$ cat config.mk
export PLATFORM = sky130hd
export DESIGN_NAME = rr_slave_arbiter
export DESIGN_NICKNAME = d
export VERILOG_FILES = /design/src/rtl/rr_slave_arbiter.sv
export SDC_FILE = /design/constraint.sdc
export NUM_CORES = 1
export LEC_CHECK = 0
export BUFFER_PORTS_ARGS = -buffer_cell sky130_fd_sc_hd__buf_2
export CAP_MARGIN = 5
export CORE_MARGIN = 2
export CORE_UTILIZATION = 30
export CTS_CLUSTER_SIZE = 12
export DETAILED_ROUTE_END_ITERATION = 8
export PLACE_DENSITY = 0.5
export SLEW_MARGIN = 20
export SYNTH_ARGS = -nofsm -noshare
export SYNTH_HDL_FRONTEND = slang
export SYNTH_SLANG_ARGS = --single-unit
$ cat constraint.sdc
create_clock -name clock -period 2.14 [get_ports clock]
set_input_delay 0.107 -clock clock [delete_from_list [all_inputs] [get_ports clock]]
set_output_delay 0.107 -clock clock [all_outputs]
set_load 0.02 [all_outputs]
$ cat src/rtl/rr_slave_arbiter.sv
// Round-robin arbiter for one crossbar slave port: grants one requesting master at a time,
// holds the grant until done, master withdrawal or watchdog expiry, then idles one release cycle.
module rr_slave_arbiter #(
    parameter int unsigned N_MASTERS = 2,
    parameter int unsigned IDX_W     = 1,
    parameter int unsigned TIMEOUT   = 255,
    parameter int unsigned CNT_W     = 8
) (
    input  logic                 clock,
    input  logic                 reset_n,
    input  logic [N_MASTERS-1:0] req,
    input  logic                 done,
    output logic [N_MASTERS-1:0] grant,
    output logic [IDX_W-1:0]     grant_id,
    output logic                 busy,
    output logic                 timeout_err
);

    typedef enum logic [1:0] {
        ST_IDLE    = 2'd0,
        ST_BUSY    = 2'd1,
        ST_RELEASE = 2'd2
    } state_t;

    localparam logic [IDX_W-1:0] LAST_RST = IDX_W'(N_MASTERS - 1);
    localparam logic [CNT_W-1:0] WD_LAST  = (TIMEOUT == 0) ? '0 : CNT_W'(TIMEOUT - 1);
    localparam logic             WD_EN    = (TIMEOUT != 0);

    state_t               state, state_n;
    logic [CNT_W-1:0]     wd_cnt, wd_cnt_n;
    logic [IDX_W-1:0]     last_ptr, last_ptr_n;
    logic [N_MASTERS-1:0] grant_n;
    logic [IDX_W-1:0]     grant_id_n;
    logic                 busy_n;
    logic                 timeout_err_n;

    logic                 sel_valid;
    logic [IDX_W-1:0]     sel_idx;
    int unsigned          cand;

    // First requester strictly after last_ptr, wrapping around.
    always_comb begin
        sel_valid = 1'b0;
        sel_idx   = '0;
        cand      = 0;
        for (int unsigned k = 1; k <= N_MASTERS; k++) begin
            cand = 32'(last_ptr) + k;
            if (cand >= N_MASTERS) begin
                cand = cand - N_MASTERS;
            end
            if (!sel_valid && req[IDX_W'(cand)]) begin
                sel_valid = 1'b1;
                sel_idx   = IDX_W'(cand);
            end
        end
    end

    always_ff @(posedge clock or negedge reset_n) begin
        if (!reset_n) begin
            state       <= ST_IDLE;
            wd_cnt      <= '0;
            last_ptr    <= LAST_RST;
            grant       <= '0;
            grant_id    <= '0;
            busy        <= 1'b0;
            timeout_err <= 1'b0;
        end else begin
            state       <= state_n;
            wd_cnt      <= wd_cnt_n;
            last_ptr    <= last_ptr_n;
            grant       <= grant_n;
            grant_id    <= grant_id_n;
            busy        <= busy_n;
            timeout_err <= timeout_err_n;
        end
    end

    always_comb begin
        state_n       = state;
        wd_cnt_n      = wd_cnt;
        last_ptr_n    = last_ptr;
        grant_n       = grant;
        grant_id_n    = grant_id;
        busy_n        = busy;
        timeout_err_n = 1'b0;

        case (state)
            ST_IDLE: begin
                if (sel_valid) begin
                    state_n    = ST_BUSY;
                    grant_n    = N_MASTERS'(1) << sel_idx;
                    grant_id_n = sel_idx;
                    busy_n     = 1'b1;
                    wd_cnt_n   = '0;
                end
            end
            ST_BUSY: begin
                // done outranks withdrawal, which outranks the watchdog.
                if (done || !req[grant_id] || (WD_EN && (wd_cnt == WD_LAST))) begin
                    state_n       = ST_RELEASE;
                    last_ptr_n    = grant_id;
                    grant_n       = '0;
                    busy_n        = 1'b0;
                    wd_cnt_n      = '0;
                    timeout_err_n = !done && req[grant_id];
                end else begin
                    wd_cnt_n = wd_cnt + CNT_W'(1);
                end
            end
            ST_RELEASE: begin
                state_n = ST_IDLE;
            end
            default: begin
                state_n = ST_IDLE;
                grant_n = '0;
                busy_n  = 1'b0;
            end
        endcase
    end

endmodule

[Yosys cells after proc, flatten, opt, wreduce, memory -nomap -nowiden]
Cells that the tools add are included.
Operators by class
  $add $sub $neg: 5
  order comparisons: 5
  equality and inequality tests: 5
  shift-type cells: 1
  multiplexer cells: 26
  bitwise gates (word level): 1
  reductions and logical operators: 14
Operators by type and width (number)
  $mux 1: 16
  $mux 8: 2
  $pmux 8 s2: 1
  $add 8x1->8 const B: 1
  $eq 8x8->1 const B: 1
  $mux 2: 4
  $reduce_and 2->1: 4
  $lt 1x2->1 const B: 3
  $pmux 2 s3: 1
  $ne 2x2->1 const B: 2
  $pmux 2 s2: 1
  $add 1x2->3 const B: 1
  $ge 3x2->1 const B: 1
  $logic_not 1->1: 3
  $pmux 1 s3: 1
  $reduce_and 3->1: 1
  $add 1x1->2 const B: 1
  $eq 2x1->1 const B: 1
  $eq 2x2->1 const B: 1
  $ge 2x2->1 const B: 1
  $logic_and 1x1->1: 2
  $logic_not 2->1: 1
  $logic_or 1x1->1: 2
  $reduce_bool 2->1: 1
  other kinds (3): 4
Storage, ports and cells
  flip-flop bits (word level): 16
  bits of input ports: 5

[Longest topological paths before layout]
Gate-level depths: netlist of the first run.
  word-level depth: 12
  mapped depth: 5
  mapped depth without buffers: 5

[Worst setup path before layout of the first run]
Ideal clock, no wire load.
  kind: reg-to-reg
  start: register grant_id
  end: register wd_cnt[2]
  library setup time: 0.136 ns
  data arrival time: 1.260 ns
  data required time: 2.004 ns
  setup slack: 0.744 ns
  cell stages (with the launch flop): 5
  path buffers: 0
  clock period less this slack: 1.396 ns
  cells stage by stage: dfrtp_1 > mux2i_1 > nor2_1 > a311oi_2 > nor2_1
On the way
  word-level cells in the longest chain between the ends: 7
Ends and longest elaborated chain
  start: declaration: RTL line 14  | output logic [IDX_W-1:0] grant_id,
  start signal: assignment: RTL line 72  | grant_id <= grant_id_n;
  $mux 1 (not written as such) (2 in series): RTL line 99  | if (done || !req[grant_id] || (WD_EN && (wd_cnt == WD_LAST))) begin
  $logic_not 1->1: RTL line 99
  $logic_or 1x1->1 (2 in series): RTL line 99
  $mux 8: RTL line 99
  $pmux 8 s2: RTL line 87  | case (state)
  end signal: assignment: RTL line 69  | wd_cnt <= wd_cnt_n;
  end: declaration: RTL line 30  | logic [CNT_W-1:0] wd_cnt, wd_cnt_n;
No other way between the ends. The select of a mux whose other input is x is not followed.
A chain may end at the register's enable or synchronous reset.

[Worst setup path in the final report of the first run]
  start: register state[0]
  end: register wd_cnt[4]
On the way
  word-level cells in the longest chain between the ends: 3
  elaborated cells between the ends (all ways): 6
  classes of those cells: eq/ne (2); mux (1); reduce/logical (3)
Ends and longest elaborated chain
  start: declaration: RTL line 29  | state_t state, state_n;
  start signal: assignment: RTL line 68  | state <= state_n;
  $eq 2x1->1 or $logic_not 2->1 (tied branches): RTL line 87
  $reduce_bool 2->1 (no source line) or $ne 2x2->1 (tied branches)
  $reduce_and 2->1 (no source line)
Parallel ways exist; a longest one is shown, timed or not.

==> results of run 1 <==
## registers in the layout, summed over array words and instances, names as in the netlist
register and count:
wd_cnt 8, grant 2, state 2, busy 1, grant_id 1, last_ptr 1
timeout_err 1
## synth_stat cells, drive strengths merged
cell / n
nor3: 3
dfstp: 1
mux2: 1
nand3: 2
or3: 1
xor2: 3
o21ai: 6
mux2i: 1
buf: 1
ha: 2
and4: 1
xnor2: 3
nand2b: 5
a21oi: 4
o22ai: 2
a2bb2oi: 1
nor3b: 1
clkbuf: 1
dfrtp: 15
nand2: 2
o211ai: 1
and3: 1
and3b: 1
nand4: 2
inv: 5
nor2: 10
a311oi: 1
nor4: 1
nand3b: 1
## cells by family (layout without fill, tap and decap cells)
logic type | after synthesis | after routing | synth area share (%)
AOI/OAI and AO/OA | 15 | 15 | 11.6
xor gates and xnor gates | 6 | 6 | 6.52
adders and majority gates | 2 | 2 | 3.11
buffers and inverters | 7 | 20 | 3.42
DFF | 16 | 16 | 49.8
muxes | 2 | 2 | 2.64
and+or+nand+nor | 31 | 31 | 22.8
## path summary, 6_finish.rpt
check / from / end / slack, ns / cells past startpoint
worst max-delay path: state[0] / wd_cnt[4] / 0.41 / 4
worst min-delay path: req[1] / grant_id / 0.17 / 3
worst max register to register: state[0] / wd_cnt[4] / 0.41 / 4
worst min register to register: busy / busy / 0.54 / 2
max in group asynchronous: reset_n / last_ptr / 1.57 / 2
min in group asynchronous: reset_n / wd_cnt[4] / 0.26 / 2
## layout make-up
cell class | count | area, um2 | share of cell area [%]
tap | 30 | 37.5 | 4.01
multi-input combinational | 56 | 377 | 40.2
inverter | 5 | 18.8 | 2.01
sequential | 16 | 402 | 42.9
clock buffer | 4 | 36.3 | 3.88
timing repair buffer | 11 | 65.1 | 6.95
## critical path, cell delays in order (launching register included)
cell     delay, ns
dfrtp_1       0.49
nor3_1        0.70
nor3_1        0.14
xnor2_1       0.20
nor2_1        0.07
## timing repair
action / 4_1_cts / 5_1_grt
hold endpoints to repair: 16 / 0
hold buffers: 2 / 0
buffers inserted: 0 / 0
## routing by layer
| metal | GRT usage, % | vias to the layer above | share of wire (%) |
|---|---|---|---|
| li1 | - | 301 | - |
| met1 | 15.2 | 288 | 45 |
| met2 | 19.2 | 14 | 48 |
| met3 | 2.33 | 6 | 3.9 |
| met4 | 7.14 | 0 | 2.8 |
| met5 | 0 | - | 0 |
## power breakdown
group	total (mW)	internal (mW)	switching [mW]
Combinational	0.313	0.138	0.175
Sequential	0.473	0.382	0.0911
Clock	0.197	0.104	0.0932
==> run summary, run 1 <==
Warnings, synthesis = 0
Final Wtd Congestion = 0.755
die height = 55.8 um
first-pass GRT wire length = 2.93 mm
clock buffer depth = 2
post-CTS sizing = 0
initial antenna violation count = 0
DP Area = 880 um2
final setup TNS = 0 ns
1st-iter DRT viols = 16
Rows = 18
crit-path max FO = 9
Worst EP required = 2.30 ns
Mapped Cells = 79
hold_ws = 0.167 ns
CTS sink cnt = 16
crit path launch type = flop
Die ar. = 3120 um2
via count of the first global-routing pass = 659
Die X = 55.8 um
DRC = 0
fmax = 579 MHz
fill count = 267
Synth area leaders = dfrtp_1 47%, nor2_1 4.7%, nand2b_1 3.9%
Root Driver = clkbuf_4
H-tree levels = 1
Power Total = 0.983 mW
Final Cycle Share = 80.6%
Post-Place Setup Slack = 0.449 ns
P_leak = 0.434 nW
share of cells above drive strength 1 = 20.7%
Overall Global Routing Usage = 12.1%
via count = 609
Setup Skew = 0.00399 ns
syn_nets = 86
Worst VDD drop = 0.561 mV
MaxCap Viol Count = 0
layout net count = 100
Final WS setup = 0.414 ns
Worst-path clk slew = 0.09 ns
routed wire length = 1.58 mm
worst-margin pin slew = 0.794 ns
#FFs+latches synth = 16
I/O pin count = 10
top cell type's share of synthesized area = 46.6%
most frequent cells in the layout = 15 x dfrtp_1, 10 x nor2_1, 9 x buf_2, 6 x o21ai_0
Pwr Density = 1050 nW/um2
RSZ-0062 raised after global routing = false
Synth area leader = dfrtp_1
cts bufs inserted = 3
final instance area = 936 um2
Area Overhead vs Synth = 16.1%
largest net degree at the start of global routing = 17
CTS tree = done
outcome = finished, final reports clean
mapped cell area = 806 um2
Tmin final = 1.73 ns
Layout Cells excl Fill = 122
Core ar. = 2520 um2
CP Class = flop to flop
post-synth cell types = 30
syn avg cell area = 10.2 um2
clk_lat worst skew = 0.28 ns
gr ovfl total = 0
Hold WC Path Type = input pin to flop
commonest non-fill, non-tap cell in the layout = dfrtp_1
WL/cell = 13.0 um
post-layout util = 37.1%
antenna viol nets, final = 0
fin. max-slew vios = 0
Antenna Cells = 0
register area share after synthesis = 49.8%
crit end category = flop
Starting Density = 31.9%
placed cells = 116
final-report setup violation count = 0
crit path DAT = 1.88 ns
TritonRoute pass-1 iters = 4
Fin. Hold Viols = 0
Vias per Instance = 4.99
Final HPWL DP = 1.18 mm
PortBufs = 9
relative slew slack = 46.6%
(Power assumes the default switching activity.)
==> run 2, diff against run 1 <==
--- a/config.mk
+++ b/config.mk
@@ -5,13 +5,14 @@
 export SDC_FILE = /design/constraint.sdc
 export NUM_CORES = 1
 export LEC_CHECK = 0
+export ABC_AREA = 1
 export BUFFER_PORTS_ARGS = -buffer_cell sky130_fd_sc_hd__buf_2
 export CAP_MARGIN = 5
 export CORE_MARGIN = 2
 export CORE_UTILIZATION = 30
 export CTS_CLUSTER_SIZE = 12
 export DETAILED_ROUTE_END_ITERATION = 8
-export PLACE_DENSITY = 0.5
+export PLACE_DENSITY = 0.51
 export SLEW_MARGIN = 20
 export SYNTH_ARGS = -nofsm -noshare
 export SYNTH_HDL_FRONTEND = slang
==> constraint.sdc (replaced) <==
create_clock -name clock -period 1.5 [get_ports clock]
set_input_delay 0.075 -clock clock [delete_from_list [all_inputs] [get_ports clock]]
set_output_delay 0.075 -clock clock [all_outputs]
set_load 0.02 [all_outputs]
==> run 2 against run 1 <==
Setup slack got worse by 0.28 ns. Count of clock-buffer cells in the layout did not move. Sequential share of layout area fell by 2.7 points. Die area rose by 7.3%. Largest cell class is now multi-input gates. Sequential power rose by 35%. Highest routed layer unchanged. Sequential cell count did not move. Critical path depth rose by 3.
==> run summary, run 2 <==
outcome = finished, final reports clean
layout net count = 133
final instance area = 1000 um2
fmax = 735 MHz
syn avg cell area = 7.83 um2
H-tree levels = 1
CTS sink cnt = 16
clock buffer depth = 2
clk_lat worst skew = 0.29 ns
WL/cell = 11.0 um
routed length on met2 = 761 um
TritonRoute pass-1 iters = 4
1st-iter DRT viols = 10
Mapped Cells = 111
post-CTS sizing = 0
#FFs+latches synth = 16
Final Wtd Congestion = 0.768
most frequent cells in the layout = 35 x nand2_1, 15 x dfrtp_1, 14 x inv_1, 10 x nor2_1, 9 x buf_2
Power Total = 1.56 mW
Hold WC Path Type = input pin to flop
CTS tree = done
CP Class = flop to flop
mapped cell area = 870 um2
Reg with most FFs = wd_cnt
Crit path buffers/inverters = 1
Worst-path clk slew = 0.11 ns
CP delay by family, top = simple AND/OR/NAND/NOR gates
MaxCap Viol Count = 0
share of cells above drive strength 1 = 23.2%
cts bufs inserted = 3
initial antenna violation count = 0
Post-CTS Setup Bufs = 0
P_leak = 0.544 nW
top cells by count, synth = 35 x nand2_1, 15 x dfrtp_1, 14 x inv_1
commonest non-fill, non-tap cell in the layout = nand2_1
Synth area leaders = dfrtp_1 43%, nand2_1 15%, inv_1 6.0%
Final HPWL DP = 1.39 mm
Vias per Instance = 4.56
Layout Cells excl Fill = 156
DR top layer = met4
max reg flops = 8
placed cells = 151
Tmin final = 1.36 ns
crit path launch type = flop
post-synth cell types = 22
wl on met1 = 880 um
hold buffers post-CTS = 1
fill count = 298
most used cell, CP = nor2_1
RSZ-0062 raised after global routing = false
Die ar. = 3350 um2
Antenna Cells = 0
DRC = 0
die height = 57.8 um
Final Cycle Share = 90.7%
relative slew slack = 75.6%
Pwr Density = 1560 nW/um2
I/O pin count = 10
Overall Global Routing Usage = 11.5%
final-report setup violation count = 0
Critical-path top delay cell = dfrtp_1
crit end category = flop
via count = 712
antenna viol nets, final = 0
EDFF count, synth = 0
Worst VDD drop = 1.01 mV
met3 wire len = 59 um
top cell type's share of synthesized area = 43.2%
final setup TNS = 0 ns
Core ar. = 2760 um2
Fin. Hold Viols = 0
area of the multi-input gates = 408 um2
Starting Density = 31.5%
Setup Skew = 0.0160 ns
register area = 402 um2
top-count cell post-synth = nand2_1
worst-path cell chain = inv_1, ha_1, nand3_1, nor2_1, nor2_1, nand4_1, nand2_1
largest net degree at the start of global routing = 17
Worst EP required = 1.74 ns
fin. max-slew vios = 0
DP Area = 953 um2
Root Driver = clkbuf_4
Largest regs = wd_cnt (8), grant (2), state (2)
Area Overhead vs Synth = 15.0%
Die X = 57.8 um
register area share after synthesis = 46.2%
routed wire length = 1.72 mm
slowest cell delay on critical path = 0.40 ns
syn_nets = 118
Post-synth top flop = dfrtp_1
Rows = 19
crit path DAT = 1.60 ns
first-pass GRT wire length = 2.88 mm
worst-margin pin slew = 0.366 ns
Warnings, synthesis = 0
crit-path max FO = 4
PortBufs = 9
Synth area leader = dfrtp_1
via count of the first global-routing pass = 658
gr ovfl total = 0
asr flop ratio synth = 100%
[run 2: final cells by class]
class                   count  share of cell area, %
clock buffers               4                   3.63
inverters                  16                   6.01
multi-input cells          79                   40.8
flip-flops and latches     16                   40.2
well taps                  31                   3.88
repair buffers             10                   5.51
[run 2: worst paths after layout]
check	startpoint	end	slack (ns)	cells past startpoint
worst max-delay path	wd_cnt[0]	wd_cnt[4]	0.14	7
worst min-delay path	done	timeout_err	0.06	4
worst max register to register	wd_cnt[0]	wd_cnt[4]	0.14	7
worst min register to register	busy	busy	0.47	2
max in group asynchronous	reset_n	last_ptr	0.96	2
min in group asynchronous	reset_n	wd_cnt[3]	0.21	2
[run 2: worst min-delay path: cells and delay by family]
family | cells | cell delay [ns]
AND/OR/NAND/NOR | 3 | 0.16
buffers and inverters | 1 | 0.09
[run 2: logic make-up after synthesis]
family | count (synthesis) | synth area share (%)
adders and majority gates | 2 | 2.88
xor gates and xnor gates | 2 | 2.01
and+or+nand+nor | 68 | 37.3
buffers and inverters | 16 | 6.91
AOI/OAI and AO/OA | 7 | 4.75
DFF | 16 | 46.2
[run 2: where the power goes]
group | total, mW | internal [mW] | switching, mW | leakage [nW]
clock network | 0.287 | 0.147 | 0.140 | 0.0210
registers | 0.639 | 0.551 | 0.0880 | 0.210
logic | 0.630 | 0.196 | 0.434 | 0.313
total | 1.56 | 0.894 | 0.662 | 0.544
[run 2: metrics by stage]
stage	utilization, %	setup WS, ns	hold slack, ns
after global placement	34.6	0.225	0.0138
after global routing	36.3	0.0447	0.0544
after floorplan	-	0.342	-0.221
after detailed placement	34.6	0.183	0.0109
final	36.3	0.139	0.0578
after CTS	36.3	0.164	0.0536
[run 2: per-layer routing]
metal / up-vias / track usage, %
met1: 329 / 16.3
met2: 9 / 17.4
met3: 2 / 2.68
li1: 372 / -
met4: 0 / 3.99
met5: - / 0
==> run 3, diff against run 2 <==
--- a/config.mk
+++ b/config.mk
@@ -6,13 +6,13 @@
 export NUM_CORES = 1
 export LEC_CHECK = 0
 export ABC_AREA = 1
-export BUFFER_PORTS_ARGS = -buffer_cell sky130_fd_sc_hd__buf_2
-export CAP_MARGIN = 5
+export CAP_MARGIN = 20
 export CORE_MARGIN = 2
-export CORE_UTILIZATION = 30
+export CORE_UTILIZATION = 40
 export CTS_CLUSTER_SIZE = 12
 export DETAILED_ROUTE_END_ITERATION = 8
-export PLACE_DENSITY = 0.51
+export DONT_BUFFER_PORTS = 1
+export PLACE_DENSITY = 0.59
 export SLEW_MARGIN = 20
 export SYNTH_ARGS = -nofsm -noshare
 export SYNTH_HDL_FRONTEND = slang
==> run 3 against run 2 <==
Non-clock buffer count down 7. Core utilization up 12 points. Largest power group unchanged. Cell count is 7.1% lower. Sequential cell count unchanged. Critical path depth is the same. Hold slack worse by 0.051 ns.
==> run summary, run 3 (synthesized netlist as in run 2, its figures left out) <==
worst-margin pin slew = 0.747 ns
antenna viol nets, final = 0
Largest regs = wd_cnt (8), grant (2), state (2)
Die ar. = 2560 um2
RSZ-0062 raised after global routing = false
Starting Density = 43.4%
Worst EP required = 1.73 ns
Antenna Cells = 0
hold_ws = 0.00651 ns
CP Class = flop to flop
1st-iter DRT viols = 10
I/O pin count = 10
Worst VDD drop = 0.949 mV
Final Cycle Share = 85.8%
gr ovfl total = 0
DRC = 0
Overall Global Routing Usage = 16.3%
crit-path max FO = 5
die height = 50.6 um
grt met1 use = 18.6%
outcome = finished, final reports clean
clock buffer depth = 2
Final Wtd Congestion = 0.753
final-report setup violation count = 0
Setup Skew = 0.00164 ns
fin. max-slew vios = 0
Pwr Density = 1550 nW/um2
Worst-path clk slew = 0.09 ns
cts bufs inserted = 3
MaxCap Viol Count = 0
share of cells above drive strength 1 = 16.9%
Die X = 50.6 um
routed wire length = 1.71 mm
Core ar. = 2000 um2
Hold Path Cell Cnt = 3
initial antenna violation count = 0
Final HPWL DP = 1.30 mm
commonest non-fill, non-tap cell in the layout = nand2_1
grt met3 use = 4.17%
Hold WC Path Type = input pin to flop
first-pass GRT wire length = 3.06 mm
Vias per Instance = 4.80
PortBufs = 0
crit path launch type = flop
final setup TNS = 0 ns
WL/cell = 11.8 um
crit path DAT = 1.51 ns
Area Overhead vs Synth = 10.1%
clk_lat worst skew = 0.28 ns
relative slew slack = 50.0%
TritonRoute pass-1 iters = 3
CTS tree = done
via count = 696
P_leak = 0.507 nW
M2 GR Usage = 28.7%
Fin. Hold Viols = 0
busiest metal layer after global routing = met2
largest net degree at the start of global routing = 17
most frequent cells in the layout = 35 x nand2_1, 15 x dfrtp_1, 14 x inv_1, 10 x nor2_1, 8 x nand3_1
CTS sink cnt = 16
via count of the first global-routing pass = 724
Root Driver = clkbuf_4
post-CTS sizing = 0
Reg with most FFs = wd_cnt
R2R depth = 7
max reg flops = 8
H-tree levels = 1
crit end category = flop
layout net count = 126
fmax = 777 MHz
Tmin final = 1.29 ns
Rows = 16
==> run 3: changes by cell type in the layout (fill, tap and decap cells not counted), sizes merged <==
cell	before	now
buf	9	1
dlygate4sd3	1	2
==> run 3: where the power goes <==
part	switching, mW	internal, mW	leakage (nW)
Sequential	0.134	0.551	0.210
Clock	0.133	0.103	0.0150
Combinational	0.379	0.181	0.283
Total	0.646	0.835	0.507
==> run 3: critical path, cell delays in order, from the launching register on <==
cell	delay, ns
dfrtp_1	0.44
nand2_1	0.15
inv_1	0.07
nand2_1	0.08
nor2_1	0.04
nor2_1	0.24
nand4_1	0.13
nand2_1	0.08
==> run 3: final cells by class <==
| type | instances | area [um2] |
|---|---|---|
| fillers | 202 | 1040 |
| multi-input cells | 79 | 408 |
| flip-flops and latches | 16 | 402 |
| inverters | 16 | 60.1 |
| well taps | 27 | 33.8 |
| repair buffers | 3 | 27.5 |
| clock buffers | 4 | 26.3 |
==> run 3: layer usage <==
metal / wire length, um / vias up
met5: 0 / -
li1: - / 355
met2: 885 / 9
met3: 53 / 4
met4: 29 / 0
met1: 740 / 328
==> run 3: worst paths after layout <==
kind,startpoint,to,slack [ns]
worst min-delay path,req[0],grant[1],0.007
worst max register to register,wd_cnt[4],wd_cnt[4],0.21
max in group asynchronous,reset_n,grant[1],0.74
min in group asynchronous,reset_n,wd_cnt[2],0.29
worst min register to register,last_ptr,last_ptr,0.49
worst max-delay path,wd_cnt[4],wd_cnt[4],0.21
==> run 3: what timing repair did <==
item,4_1_cts,5_1_grt
hold buffers,2,0
buffers inserted,0,0
endpoints found under the hold margin,17,0
==> run 3: metrics by stage <==
step / setup WS [ns] / cells / power, mW / utilization (%) / instance area (um2)
after floorplan: 0.342 / 111 / 1.11 / - / 870
after global placement: 0.249 / 139 / 1.26 / 45.5 / 911
after detailed placement: 0.225 / 139 / 1.25 / 45.5 / 911
after CTS: 0.202 / 145 / 1.51 / 47.8 / 957
after global routing: 0.0676 / 145 / 1.61 / 47.8 / 957
final: 0.213 / 145 / 1.48 / 47.8 / 957
